--- config.mk ---
export PLATFORM = sky130hd
export DESIGN_NAME = vram_arbiter
export DESIGN_NICKNAME = d
export VERILOG_FILES = /design/src/rtl/vram_arbiter.sv
export SDC_FILE = /design/constraint.sdc
export NUM_CORES = 1
export LEC_CHECK = 0
export ABC_AREA = 1
export ABC_CLOCK_PERIOD_IN_PS = 1730
export CORE_AREA = 2 2 77 79
export CTS_CLUSTER_SIZE = 12
export DETAILED_ROUTE_END_ITERATION = 8
export DIE_AREA = 0 0 79 81
export GPL_TIMING_DRIVEN = 1
export PLACE_DENSITY = 0.82
export SLEW_MARGIN = 20
export SYNTH_ARGS = -nofsm -noshare
export SYNTH_HDL_FRONTEND = slang
export SYNTH_SLANG_ARGS = --single-unit
--- constraint.sdc ---
create_clock -name clk -period 1.73 [get_ports clk]
set_input_delay 0.346 -clock clk [delete_from_list [all_inputs] [get_ports clk]]
set_output_delay 0.346 -clock clk [all_outputs]
set_load 0.02 [all_outputs]
--- src/rtl/vram_arbiter.sv ---
// rtl/vram_arbiter.sv - single-port video RAM arbiter: fixed-latency VGA fetch, CPU fills idle slots
module vram_arbiter #(
  parameter int ADDR_W  = 13,
  parameter int DATA_W  = 8,
  parameter int STALL_W = 8
) (
  input  logic               clk,
  input  logic               reset,
  input  logic               vga_req,
  input  logic [ADDR_W-1:0]  vga_addr,
  output logic [DATA_W-1:0]  vga_data,
  output logic               vga_valid,
  input  logic               cpu_req,
  input  logic               cpu_we,
  input  logic [ADDR_W-1:0]  cpu_addr,
  input  logic [DATA_W-1:0]  cpu_wdata,
  output logic [DATA_W-1:0]  cpu_rdata,
  output logic               cpu_ack,
  output logic [STALL_W-1:0] cpu_stall_cnt,
  output logic [ADDR_W-1:0]  ram_addr,
  output logic               ram_we,
  output logic [DATA_W-1:0]  ram_wdata,
  input  logic [DATA_W-1:0]  ram_rdata
);

  typedef enum logic [1:0] {IDLE, RD1, RD2, ACK} cpu_state_e;

  localparam logic [STALL_W-1:0] STALL_MAX = {STALL_W{1'b1}};

  cpu_state_e         state_q, state_d;
  logic [ADDR_W-1:0]  ram_addr_q, ram_addr_d;
  logic               ram_we_q, ram_we_d;
  logic [DATA_W-1:0]  ram_wdata_q, ram_wdata_d;
  logic               cpu_ack_q, cpu_ack_d;
  logic [DATA_W-1:0]  cpu_rdata_q, cpu_rdata_d;
  logic [STALL_W-1:0] stall_q, stall_d;
  logic               vga_p1_q, vga_p1_d;
  logic               vga_p2_q, vga_p2_d;
  logic               vga_valid_q, vga_valid_d;
  logic [DATA_W-1:0]  vga_data_q, vga_data_d;
  logic               cpu_issue;

  always_comb begin
    cpu_issue   = !vga_req && cpu_req && (state_q == IDLE);
    state_d     = state_q;
    ram_addr_d  = ram_addr_q;
    ram_we_d    = 1'b0;
    ram_wdata_d = ram_wdata_q;
    cpu_ack_d   = 1'b0;
    cpu_rdata_d = cpu_rdata_q;
    stall_d     = stall_q;
    // VGA pipeline never stalls: issue, RAM read, capture
    vga_p1_d    = vga_req;
    vga_p2_d    = vga_p1_q;
    vga_valid_d = vga_p2_q;
    vga_data_d  = vga_p2_q ? ram_rdata : vga_data_q;

    if (vga_req) begin
      ram_addr_d = vga_addr;
    end else if (cpu_issue) begin
      ram_addr_d  = cpu_addr;
      ram_we_d    = cpu_we;
      ram_wdata_d = cpu_wdata;
    end

    case (state_q)
      IDLE: begin
        if (cpu_issue) begin
          stall_d   = '0;
          state_d   = cpu_we ? ACK : RD1;
          cpu_ack_d = cpu_we;
        end else if (cpu_req && stall_q != STALL_MAX) begin
          stall_d = stall_q + 1'b1;
        end
      end
      RD1: state_d = RD2;
      RD2: begin
        state_d     = ACK;
        cpu_ack_d   = 1'b1;
        cpu_rdata_d = ram_rdata;
      end
      default: state_d = IDLE;
    endcase
  end

  always_ff @(posedge clk or negedge reset) begin
    if (!reset) begin
      state_q     <= IDLE;
      ram_addr_q  <= '0;
      ram_we_q    <= 1'b0;
      ram_wdata_q <= '0;
      cpu_ack_q   <= 1'b0;
      cpu_rdata_q <= '0;
      stall_q     <= '0;
      vga_p1_q    <= 1'b0;
      vga_p2_q    <= 1'b0;
      vga_valid_q <= 1'b0;
      vga_data_q  <= '0;
    end else begin
      state_q     <= state_d;
      ram_addr_q  <= ram_addr_d;
      ram_we_q    <= ram_we_d;
      ram_wdata_q <= ram_wdata_d;
      cpu_ack_q   <= cpu_ack_d;
      cpu_rdata_q <= cpu_rdata_d;
      stall_q     <= stall_d;
      vga_p1_q    <= vga_p1_d;
      vga_p2_q    <= vga_p2_d;
      vga_valid_q <= vga_valid_d;
      vga_data_q  <= vga_data_d;
    end
  end

  assign ram_addr      = ram_addr_q;
  assign ram_we        = ram_we_q;
  assign ram_wdata     = ram_wdata_q;
  assign cpu_ack       = cpu_ack_q;
  assign cpu_rdata     = cpu_rdata_q;
  assign cpu_stall_cnt = stall_q;
  assign vga_valid     = vga_valid_q;
  assign vga_data      = vga_data_q;

endmodule

==> impl_results.md <==
* Status: finished clean
* Leading post-synthesis cells by cell area: dfrtp_1 58%, nand2_1 12%, mux2_2 8.0%, nor2_1 3.8%, a31oi_1 3.6%
* Synth warn at 0
* CTS sink count at 52
* CP max stage cell: clkdlybuf4s50_1
* Dominant synthesized flop cell: dfrtp_1
* Maximum vdd ir drop at 0.000628 V
* Synth Register Bits at 52
* CP startpoint kind: flip-flop
* Clk_lat worst skew at 300 ps
* Cell with the most instances after synthesis: nand2_1
* Setup TNS at 0 ps
* Inserted Diodes at 0
* # setup viols final at 0
* Worst path max stage delay at 620 ps
* Share of layout cells above drive strength 1 at 0.120
* # DRC at 0
* Iter 0 DRT Violations at 57
* GPL Wtd Cong at 0.843
* P_leak at 0.00157 uW
* Post-synth EDFFs at 0
* Largest net degree at the start of global routing at 31
* # port buffers at 94
* Clock root buffer: clkbuf_8
* Fin. Hold Viols at 0
* Mapped Cells at 234
* Slew HR at 0.654
* Initial Util at 0.399
* Async SR Flop Fraction at 1.00
* Highest Clock Rate at 600 MHz
* DP Wirelength at 4310 um
* Worst-path clk slew at 90 ps
* Hold buffers post-CTS at 0
* Post-DRT Antenna Nets at 0
* CTS tree: built
* Final nets at 383
* Core area at 5680 sq um
* Arr. time, crit path at 1320 ps
* Synthesized area at 2260 sq um
* Area share of the largest cell type after synthesis at 0.575
* Register area at 1300 sq um
* Crit Path Class: flip-flop to output port
* Worst Setup End Kind: output port
* Post-CTS setup buffers at 0
* Layout area overhead at 49.9%
* # rows at 28
* Drt pass-1 iters at 4
* Total clock buffers created by CTS at 5
* Avg Cell Area, Syn at 9.67 sq um
* IO Count at 95
* GRT overflow at 0
* Longest Clk Path Bufs at 2
* Final Cycle Share at 0.963
* Max-Cap Viols at 0
* Die Y at 81 um
* Slew @ Worst Pin at 520 ps
* Tmin final at 1670 ps
* RSZ-0062 raised after global routing: no
* WL final at 5550 um
* Multi-input combinational cell area at 857 sq um
* Global-route wire length before repair at 9200 um
* DIE WIDTH at 79 um
* Htree depth at 2
* Power Density at 1370 nW/um^2
* Via count of the first global-routing pass at 1,973
* Initial antenna violation count at 0
* Via count at 1,936
* Register area share after synthesis at 0.575
* Synth top cells by count: 75 x nand2_1, 52 x dfrtp_1, 23 x nor2_1
* Filler instances at 523
* Max-slew violation count at 0
* Cell taking the most area after synthesis: dfrtp_1
* Crit path cell chain: clkdlybuf4s50_1
* Total Routing Usage GR at 0.187
* Syn nets at 285
* Via density at 4.75
* Crit path buf inv count at 1
* Post-synthesis cell type count at 21
* Routed len/inst at 13.6 um
* Worst Hold Class: primary input to asynchronous set/reset pin
* Die area at 6400 sq um
* Worst-path fanout max at 4
* Post-Route Skew at 8.39 ps
* Non-filler instance count after layout at 408
* Delay-heaviest family, CP: buffers and inverters
* Placed cells at 400
* CP Data Required Time at 1380 ps
[timing repair]
item,4_1_cts,5_1_grt
gates resized for setup,3,2
setup endpoints to repair,3,2
gates cloned,0,0
[logic make-up after synthesis]
logic type	after synthesis	synth area share
AND/OR/NAND/NOR	115	0.210
AO/OA/AOI/OAI	23	0.0592
multiplexers	16	0.0796
buffers and inverters	22	0.0459
flip-flops	52	0.575
adder cells (fa/ha/maj)	4	0.0221
XOR/XNOR	2	0.00774
[final cells by class]
| type | count | share of cell area |
|---|---|---|
| multi-input cells | 160 | 0.253 |
| repair buffers | 99 | 0.295 |
| flip-flops and latches | 52 | 0.384 |
| clock inverters | 3 | 0.00553 |
| inverters | 14 | 0.0155 |
| clock buffers | 5 | 0.0203 |
| well taps | 75 | 0.0277 |
[sequential cells by signal, indices dropped and copies added, names as in the netlist, 2 cells and up]
| register | flops |
|---|---|
| cpu_rdata | 8 |
| cpu_stall_cnt | 8 |
| ram_addr | 13 |
| ram_wdata | 8 |
| state_q | 2 |
| vga_data | 8 |
[routing by layer]
metal  GRT usage  share of wire  vias up
met5           0              0        -
met4      0.0672          0.010        0
met3      0.0422          0.040        4
met2       0.341           0.54       48
met1       0.216           0.40      929
li1            -              -      955
[worst paths after layout]
path | endpoint | depth (start not counted) | from | slack [ps]
max in group asynchronous | cpu_stall_cnt[4]$_DFFE_PN0P_ | 2 | reset | 1180
max | cpu_stall_cnt[6] | 1 | cpu_stall_cnt[6]$_DFFE_PN0P_ | 60
min reg2reg | vga_p2_q$_DFF_PN0_ | 0 | vga_p1_q$_DFF_PN0_ | 360
min | vga_data[2]$_DFFE_PN0P_ | 1 | reset | 9
max reg2reg | cpu_stall_cnt[7]$_DFFE_PN0P_ | 6 | state_q[0]$_DFFE_PN0P_ | 190
min in group clk | vga_p2_q$_DFF_PN0_ | 0 | vga_p1_q$_DFF_PN0_ | 360
[power by group]
group / switching (uW) / internal, uW
Sequential: 260 / 1590
Combinational: 1100 / 1030
Clock: 386 / 283
Total: 1740 / 2900
[metrics by stage]
stage	power, uW	util	area, sq um	hold slack (ps)	worst slack, ps
CTS	4710	0.597	3390	23.7	3.03
detailed placement	4040	0.582	3300	347	141
finish	4650	0.598	3390	8.89	64.0
global placement	3970	0.582	3300	334	172
global route	4960	0.598	3390	44.6	6.69
floorplan	2980	-	2260	50.4	368
[placed cells by master (no fill, tap or decap)]
master	count
clkbuf_8	5
inv_1	11
a21oi_1	3
buf_12	2
or2_2	1
nand4_1	2
dfrtp_1	52
inv_2	3
nand2_1	75
nand3_1	8
a31oi_1	13
dlygate4sd2_1	3
mux2_2	16
ha_1	4
nor2_1	23
dlymetal6s2s_1	2
nand2_2	4
nand3_4	1
xor2_1	2
buf_2	1
clkinv_4	1
nor2_2	1
buf_4	3
clkdlybuf4s50_1	88
clkinv_2	2
o21ai_0	6
a21o_1	1
(Power assumes the default switching activity.)
